`config.mk`:
```
export PLATFORM = sky130hd
export DESIGN_NAME = axi_slave_ooo_mem
export DESIGN_NICKNAME = d
export VERILOG_FILES = /design/src/rtl/axi_slave_ooo_mem.sv
export SDC_FILE = /design/constraint.sdc
export NUM_CORES = 1
export LEC_CHECK = 0
export ABC_CLOCK_PERIOD_IN_PS = 7500
export CAP_MARGIN = 40
export CORE_ASPECT_RATIO = 0.75
export CORE_UTILIZATION = 45
export CTS_CLUSTER_SIZE = 25
export DETAILED_ROUTE_END_ITERATION = 8
export MAX_ROUTING_LAYER = met4
export PLACE_DENSITY = 0.68
export SYNTH_ARGS = -nofsm -noshare
export SYNTH_HDL_FRONTEND = slang
export SYNTH_SLANG_ARGS = --single-unit
export TNS_END_PERCENT = 5
```
`constraint.sdc`:
```
create_clock -name clk -period 7.5 [get_ports clk]
set_input_delay 1.875 -clock clk [delete_from_list [all_inputs] [get_ports clk]]
set_output_delay 1.875 -clock clk [all_outputs]
set_load 0.01 [all_outputs]
```
`src/rtl/axi_slave_ooo_mem.sv`:
```
// axi_slave_ooo_mem: AXI-lite word memory with in-order buffered writes and ID-latency out-of-order reads
module axi_slave_ooo_mem #(
  parameter int ADDR_W = 32,
  parameter int DATA_W = 32,
  parameter int ID_W = 2,
  parameter int MEM_WORDS = 16,
  parameter int N_SLOTS = 4,
  parameter int WR_FIFO_DEPTH = 2,
  parameter int B_MAX = 4,
  parameter int LAT_BASE = 0,
  parameter int LAT_STEP = 3
) (
  input  logic              clk,
  input  logic              rst,
  input  logic [ADDR_W-1:0] araddr,
  input  logic [ID_W-1:0]   arid,
  input  logic              arvalid,
  output logic              arready,
  input  logic [ADDR_W-1:0] awaddr,
  input  logic              awvalid,
  output logic              awready,
  input  logic [DATA_W-1:0] wdata,
  input  logic              wvalid,
  output logic              wready,
  output logic [DATA_W-1:0] rdata,
  output logic [ID_W-1:0]   rid,
  output logic              rvalid,
  input  logic              rready,
  output logic              bvalid,
  input  logic              bready
);
  localparam int IW = $clog2(MEM_WORDS);
  localparam int FW = WR_FIFO_DEPTH > 1 ? $clog2(WR_FIFO_DEPTH) : 1;
  localparam int CW = $clog2(WR_FIFO_DEPTH + 1);
  localparam int BW = $clog2(B_MAX + 1);
  localparam int PW = N_SLOTS > 1 ? $clog2(N_SLOTS) : 1;
  localparam int SW = $clog2(N_SLOTS) + 1;
  localparam int LMAX = LAT_BASE + LAT_STEP * (2**ID_W - 1);
  localparam int LW = LMAX > 0 ? $clog2(LMAX + 1) : 1;

  logic [DATA_W-1:0] mem [MEM_WORDS];
  logic [IW-1:0] aw_q [WR_FIFO_DEPTH];
  logic [DATA_W-1:0] w_q [WR_FIFO_DEPTH];
  logic [FW-1:0] aw_wp, aw_rp, w_wp, w_rp;
  logic [CW-1:0] aw_cnt, w_cnt;
  logic [BW-1:0] b_pending;
  logic [N_SLOTS-1:0] s_vld;
  logic [ID_W-1:0] s_id [N_SLOTS];
  logic [DATA_W-1:0] s_data [N_SLOTS];
  logic [LW-1:0] s_cnt [N_SLOTS];
  logic [SW-1:0] s_seq [N_SLOTS];
  logic [SW-1:0] seq_ctr, age;
  logic [PW-1:0] alloc, pick;
  logic pick_ok, load, commit, unused_addr;

  function automatic logic [FW-1:0] inc(input logic [FW-1:0] p);
    return p == FW'(WR_FIFO_DEPTH - 1) ? '0 : p + 1'b1;
  endfunction

  assign awready = aw_cnt != CW'(WR_FIFO_DEPTH);
  assign wready = w_cnt != CW'(WR_FIFO_DEPTH);
  assign arready = ~&s_vld;
  assign bvalid = b_pending != '0;
  assign commit = aw_cnt != '0 && w_cnt != '0 && b_pending < BW'(B_MAX);
  assign load = pick_ok && (!rvalid || rready);
  assign unused_addr = ^{araddr[ADDR_W-1:IW+2], araddr[1:0], awaddr[ADDR_W-1:IW+2], awaddr[1:0]};

  // Oldest eligible slot by wrap-aware seq difference; lowest free slot for allocation
  always_comb begin
    alloc = '0;
    pick = '0;
    pick_ok = 1'b0;
    age = '0;
    for (int i = N_SLOTS - 1; i >= 0; i--)
      if (!s_vld[i]) alloc = PW'(i);
    for (int i = 0; i < N_SLOTS; i++) begin
      age = s_seq[i] - s_seq[pick];
      if (s_vld[i] && s_cnt[i] == '0 && (!pick_ok || age[SW-1])) begin
        pick = PW'(i);
        pick_ok = 1'b1;
      end
    end
  end

  always_ff @(posedge clk) begin
    if (rst) begin
      aw_wp <= '0;
      aw_rp <= '0;
      w_wp <= '0;
      w_rp <= '0;
      aw_cnt <= '0;
      w_cnt <= '0;
      b_pending <= '0;
      s_vld <= '0;
      seq_ctr <= '0;
      rvalid <= 1'b0;
      rid <= '0;
      rdata <= '0;
      for (int i = 0; i < MEM_WORDS; i++) mem[i] <= '0;
    end else begin
      if (awvalid && awready) begin
        aw_q[aw_wp] <= awaddr[IW+1:2];
        aw_wp <= inc(aw_wp);
      end
      if (wvalid && wready) begin
        w_q[w_wp] <= wdata;
        w_wp <= inc(w_wp);
      end
      if (commit) begin
        mem[aw_q[aw_rp]] <= w_q[w_rp];
        aw_rp <= inc(aw_rp);
        w_rp <= inc(w_rp);
      end
      aw_cnt <= aw_cnt + CW'(awvalid && awready) - CW'(commit);
      w_cnt <= w_cnt + CW'(wvalid && wready) - CW'(commit);
      b_pending <= b_pending + BW'(commit) - BW'(bvalid && bready);
      for (int i = 0; i < N_SLOTS; i++)
        if (load && pick == PW'(i)) s_vld[i] <= 1'b0;
        else if (s_cnt[i] != '0) s_cnt[i] <= s_cnt[i] - 1'b1;
      // mem is sampled before this edge's commit lands, so a same-cycle read sees old data
      if (arvalid && arready) begin
        s_vld[alloc] <= 1'b1;
        s_id[alloc] <= arid;
        s_data[alloc] <= mem[araddr[IW+1:2]];
        s_cnt[alloc] <= LW'(LAT_BASE + LAT_STEP * int'(arid));
        s_seq[alloc] <= seq_ctr;
        seq_ctr <= seq_ctr + 1'b1;
      end
      if (load) begin
        rvalid <= 1'b1;
        rid <= s_id[pick];
        rdata <= s_data[pick];
      end else if (rready) rvalid <= 1'b0;
    end
  end
endmodule

```
# After elaboration in Yosys (flattened, before gate mapping)
# Memory sizes are Yosys's and may differ from the RTL's. A register that Yosys moved wholly into a read port is not among the register bits.
# Cells that the tools add are included.
[word_totals] n_memories=7 ramBits=748 out_inout_bits=39 wordCells=153 reg_bits=19 in_bits=105
[memory_table] memory="mem" depth=16 word_bits=32 read_ports=1 rd_clocked_by_memory_dff=0 write_ports=16 line="41" rtl="logic [DATA_W-1:0] mem [MEM_WORDS];"
[memory_table] memory="s_data" depth=4 word_bits=32 read_ports=1 rd_clocked_by_memory_dff=1 write_ports=1 line="49" rtl="logic [DATA_W-1:0] s_data [N_SLOTS];"
[memory_table] memory="w_q" depth=2 word_bits=32 read_ports=1 rd_clocked_by_memory_dff=1 write_ports=1 line="43" rtl="logic [DATA_W-1:0] w_q [WR_FIFO_DEPTH];"
[memory_table] memory="s_cnt" depth=4 word_bits=4 read_ports=4 rd_clocked_by_memory_dff=0 write_ports=5 line="50" rtl="logic [LW-1:0] s_cnt [N_SLOTS];"
[memory_table] memory="s_seq" depth=4 word_bits=3 read_ports=6 rd_clocked_by_memory_dff=0 write_ports=1 line="51" rtl="logic [SW-1:0] s_seq [N_SLOTS];"
[memory_table] memory="aw_q" depth=2 word_bits=4 read_ports=1 rd_clocked_by_memory_dff=1 write_ports=1 line="42" rtl="logic [IW-1:0] aw_q [WR_FIFO_DEPTH];"
[memory_table] memory="+1 memories"
[op_classes] n_addsub=18 bitwise_logic=1 n_mux=65 reduce_logical=43 magnitude_cmp=3 mul=1 n_eq_ne=5
[ops] operator="$mux W1" n=55
[ops] operator="$mux W32" n=1
[ops] operator="$reduce_or A32 Y1" n=1
[ops] operator="$logic_and A1 B1 Y1" n=19
[ops] operator="$logic_not A4 Y1" n=4
[ops] operator="$reduce_bool A4 Y1" n=4
[ops] operator="$sub A4 B1 Y4 const B" n=4
[ops] operator="$mux W2" n=6
[ops] operator="$sub A3 B3 Y3" n=3
[ops] operator="$mux W4" n=2
[ops] operator="$reduce_bool A2 Y1" n=3
[ops] operator="$logic_not A1 Y1" n=5
[ops] operator="$add A1 B1 Y1 const B" n=4
[ops] operator="$add A2 B1 Y2" n=2
[ops] operator="$eq A2 B2 Y1 const B" n=2
[ops] operator="$logic_or A1 B1 Y1" n=4
[ops] operator="$mul A2 B2 Y4 const A" n=1
[ops] operator="$ne A2 B2 Y1 const B" n=2
[ops] operator="$or A4 B4 Y4" n=1
[ops] operator="$reduce_and A4 Y1" n=1
[ops] operator="$sub A2 B1 Y2" n=2
[ops] operator="$add A3 B1 Y3" n=1
[ops] operator="$add A3 B1 Y3 const B" n=1
[ops] operator="$lt A2 B3 Y1 const B" n=1
[ops] operator="7 further kinds" n=7

# Longest topological paths before layout
# An unclocked memory read counts as a cell.
[depth] ltp_word=24 ltp_mapped=25 mapped_depth_nobuf=20

# Worst setup path before layout
# OpenSTA, ideal clock, no wires.
[synth_path] kind="register to register" from="mem s_seq[1][1] (netlist bit)" to="reg rdata[10] (read register of s_data)" path_stages_with_launch=22 period_less_slack_ns=5.326 t_required_ns=7.359 path_buffers=5 arrival_ns=5.185 setup_time_ns=0.141 slack_ns=2.174 path_cell_list="edfxtp_1 ha_1 a21o_1 mux2i_1 nor2_1 buf_1 clkbuf_1 mux2i_1 ha_1 a2111o_1 a21o_1 a31oi_1 clkbuf_1 mux2i_1 ha_1 nor4_1 a311o_1 nor2_2 buf_4 buf_6 a21oi_1 o31ai_2"
[synth_rtl] element="start: declaration" line="51"
[synth_rtl] element="end: declaration" line="25" rtl="output logic [DATA_W-1:0] rdata,"

==> results.md <==
- Mean Syn Cell Area: 15.73 um^2
- H-tree depth: 3
- Leak: 13.03 nW
- Global-route wire length before repair: between 100 and 150 mm
- Post-CTS Setup Repair Bufs: 0
- Worst hold stages: 2
- Final critical-path share of the clock period: 0.7358
- PD cells: 266.9 nW/um^2
- Post-DR vias/cell: roughly 5.8
- R2R setup slack: 1980 ps
- Slowest CP cell: nand4bb_1
- Largest net degree at the start of global routing: 53
- Data required time of the worst path: 8010 ps
- R2r worst-path depth: 18
- Total CTS buffers: 78
- Clk buf depth: 3
- Cells after Synth: between 2000 and 2500
- Total grt overflow: 0
- YS warnings: 0
- Async SR Flop Fraction: 0
- Top-count cell post-synth: edfxtp_1
- Total Routing Usage GR: 0.2239
- Dominant cell type by area after synthesis: edfxtp_1
- Worst setup EP type: flip-flop
- Detail Placement HPWL: between 40 and 50 mm
- Wire length per cell: 24.74 um
- Post-DRT Antenna Nets: 0
- Slew margin rel.: 0.4511
- Final Hold Viols: 0
- Setup TNS: 0 ps
- Max Fanout on Critical Path: 39
- Main combinational cell family by area after synthesis: multiplexers
- Startpoint Class: flip-flop
- Unrepaired setup endpoints after global routing: false
- Port buffer count: 87
- Hold EP: rdata[5]$_SDFFE_PP0P_
- Seq/Total Area, Yosys: 0.7078
- Vias in the first global route: 18870
- Vias after detailed routing: 18700
- CTS root buf: clkbuf_16
- IO Pins: 144
- Area added between synthesis and finish: 14.33%
- Max_cap viols: 0
- Rows: 85
- Max Clock Skew: ~23 ps
- Clock Sinks: approximately 800
- Distinct cells, synth: 59
- Peak supply drop: ~170 uV
- Worst-skew pair later-pin latency: 620 ps
- Clock slew at reported path FFs: 60 ps
- Largest stage delay, worst path: between 400 and 500 ps
- RD Place Congestion: 0.8217
- FF-to-FF End: rdata[21]$_SDFFE_PP0P_
- Worst slew pin tran: 823.4 ps
- Post-synth top area share: 0.6747
- Mux share of post-synthesis cell area: 0.1320
- Initial antenna violation count: 1
- Reg2reg start: s_cnt[1][0]$_DFFE_PP_
- CP dominant cell by count: ha_1
- Synth area leaders: edfxtp_1 67%, mux4_2 11%, nor2_1 6.5%
- Status: completed
- DRC errors left: 0
- Post-Syn Nets: 2242
- Core area: 72430 um^2
- CTS tree: built
- Die Footprint: 75080 um^2
- Max-slew violation count: 0
- Final hold slack: roughly 470 ps
- Critical path, cell by cell: inv_1 -> ha_1 -> nand4bb_1 -> nor2_4 -> mux2i_1 -> ha_1 -> a2111o_1 -> a21o_1 -> a31oi_4 -> buf_4 -> mux2i_1 -> ha_1 -> nor4_1 -> a311o_1 -> nor2_2 -> buf_4 -> a21oi_1 -> o31ai_1
- Main synth FF type: edfxtp_1
- Cts repair resizes: 0
- Final nets: 2347
- Post-synthesis xor/xnor area fraction: 0.005788
- Post-CTS Hold Buffers: 0
- Fin crit period: 5519 ps
- Hold_sp: rdata[5]$_SDFFE_PP0P_
- Most frequent cells after synthesis: 748 x edfxtp_1, 580 x nor2_1, 160 x mux4_2
- Min-Delay Path Class: flip-flop to flip-flop
- Simple-gate share of the synthesized area: 0.08374
- Drt pass-1 iters: 5
- Routed WL: roughly 80 mm
- Starting Density: 0.4597
- #FFs+latches synth: approximately 800
- Fmax: 0.1812 GHz
- Die W: 316.1 um
- Layout cell share with drive strength beyond 1: 0.1921
- Synth Area in Adders: 0.007742
- Final setup viols: 0
- First-iteration detailed-routing DRC count: 2308
- Number of synthesized flops with an enable pin: 748
- Mapped cell area: 33290 um^2
- Die Y: 237.6 um
- Crit Path Category: flip-flop to flip-flop
- Worst Path Arrival: 6030 ps
- Complex-gate fraction of the synthesized area: 0.04123
## worst max path at each step
stage	start	to	slack [ps]	cells past startpoint
floorplan	s_seq[1][1]$_DFFE_PP_	rdata[10]$_SDFFE_PP0P_	2170	21
global placement	rst	s_data[2][12]$_DFFE_PP_	2060	7
detailed placement	s_cnt[0][0]$_DFFE_PP_	rdata[21]$_SDFFE_PP0P_	2020	20
CTS	s_cnt[0][0]$_DFFE_PP_	rdata[21]$_SDFFE_PP0P_	2010	20
global route	s_cnt[0][0]$_DFFE_PP_	rdata[21]$_SDFFE_PP0P_	1670	20
finish	s_cnt[1][0]$_DFFE_PP_	rdata[21]$_SDFFE_PP0P_	1980	18
## layer usage
layer	vias up	GRT usage	routed length (um)
li1	8147	-	-
met1	9533	0.2954	31890
met2	887	0.3513	38310
met3	130	0.05496	8377
met4	0	0.05168	1615
met5	-	-	0
## through the flow
| stage | power [mW] | setup WS [ps] | std cells | utilization | area [um^2] |
|---|---|---|---|---|---|
| 3_5_place_dp | 6.574 | 2024 | 3099 | 0.4929 | 35700 |
| 3_3_place_gp | 6.491 | 2061 | 3078 | 0.4880 | 35340 |
| 2_1_floorplan | 6.097 | 2174 | 2117 | - | 33290 |
| 4_1_cts | 10.22 | 2008 | 3237 | 0.5253 | 38050 |
| 5_1_grt | 10.49 | 1672 | 3238 | 0.5254 | 38050 |
| 6_report | 10.16 | 1981 | 3242 | 0.5255 | 38060 |
## kinds of logic (layout without fill, tap and decap cells)
family | Yosys count | count (layout)
other | 0 | 5
XOR/XNOR | 22 | 22
multiplexers | 239 | 239
adder cells (fa/ha/maj) | 20 | 20
flip-flops | 803 | 803
AND/OR/NAND/NOR | 697 | 697
AO/OA/AOI/OAI | 156 | 156
buffers and inverters | 180 | 343
## cell usage in the layout, fill, tap and decap left out, drive strengths merged, types with 13 or more instances in the layout
| master | instances |
|---|---|
| buf | 95 |
| a21oi | 49 |
| a2bb2oi | 33 |
| clkbuf | 111 |
| ha | 19 |
| clkdlybuf4s50 | 83 |
| edfxtp | 748 |
| clkinv | 24 |
| inv | 26 |
| dfxtp | 55 |
| o21ai | 13 |
| mux4 | 160 |
| o31ai | 34 |
| mux2i | 79 |
| xnor2 | 14 |
| nor2 | 581 |
| nand2 | 58 |
## sequential cells by signal, indices dropped and copies added, names as in the netlist, 3 cells and up, named ones only
register and count:
rdata 32, b_pending 3, s_vld 4, s_data 128, seq_ctr 3, s_id 8, s_seq 12, aw_q 8
w_q 64, mem 512, s_cnt 16
## power by group
| part | internal, mW | switching [mW] | leakage, nW |
|---|---|---|---|
| clock | 2.06 | 1.62 | 1.15 |
| sequential | 5.17 | 0.0906 | 7.92 |
| combinational | 0.458 | 0.764 | 3.96 |
| total | 7.69 | 2.47 | 13.0 |
## worst max-delay path: cells and delay by family, from the launching register on
kind / cells / cell delay (ps)
simple gates: 4 / 1140
fa+ha+maj: 3 / 720
mux: 2 / 540
buf+inv: 3 / 990
flops: 1 / 410
compound gates: 6 / 1570
## layout make-up
class	instances	area, um^2
clock inverter	28	162.7
sequential	803	23560
timing repair buffer	179	1763
multi-input combinational	1134	9077
antenna	5	12.51
inverter	26	97.59
tap	957	1197
clock buffer	110	2186
fill	5729	34370
No activity file was read; power rests on OpenSTA's default activity.
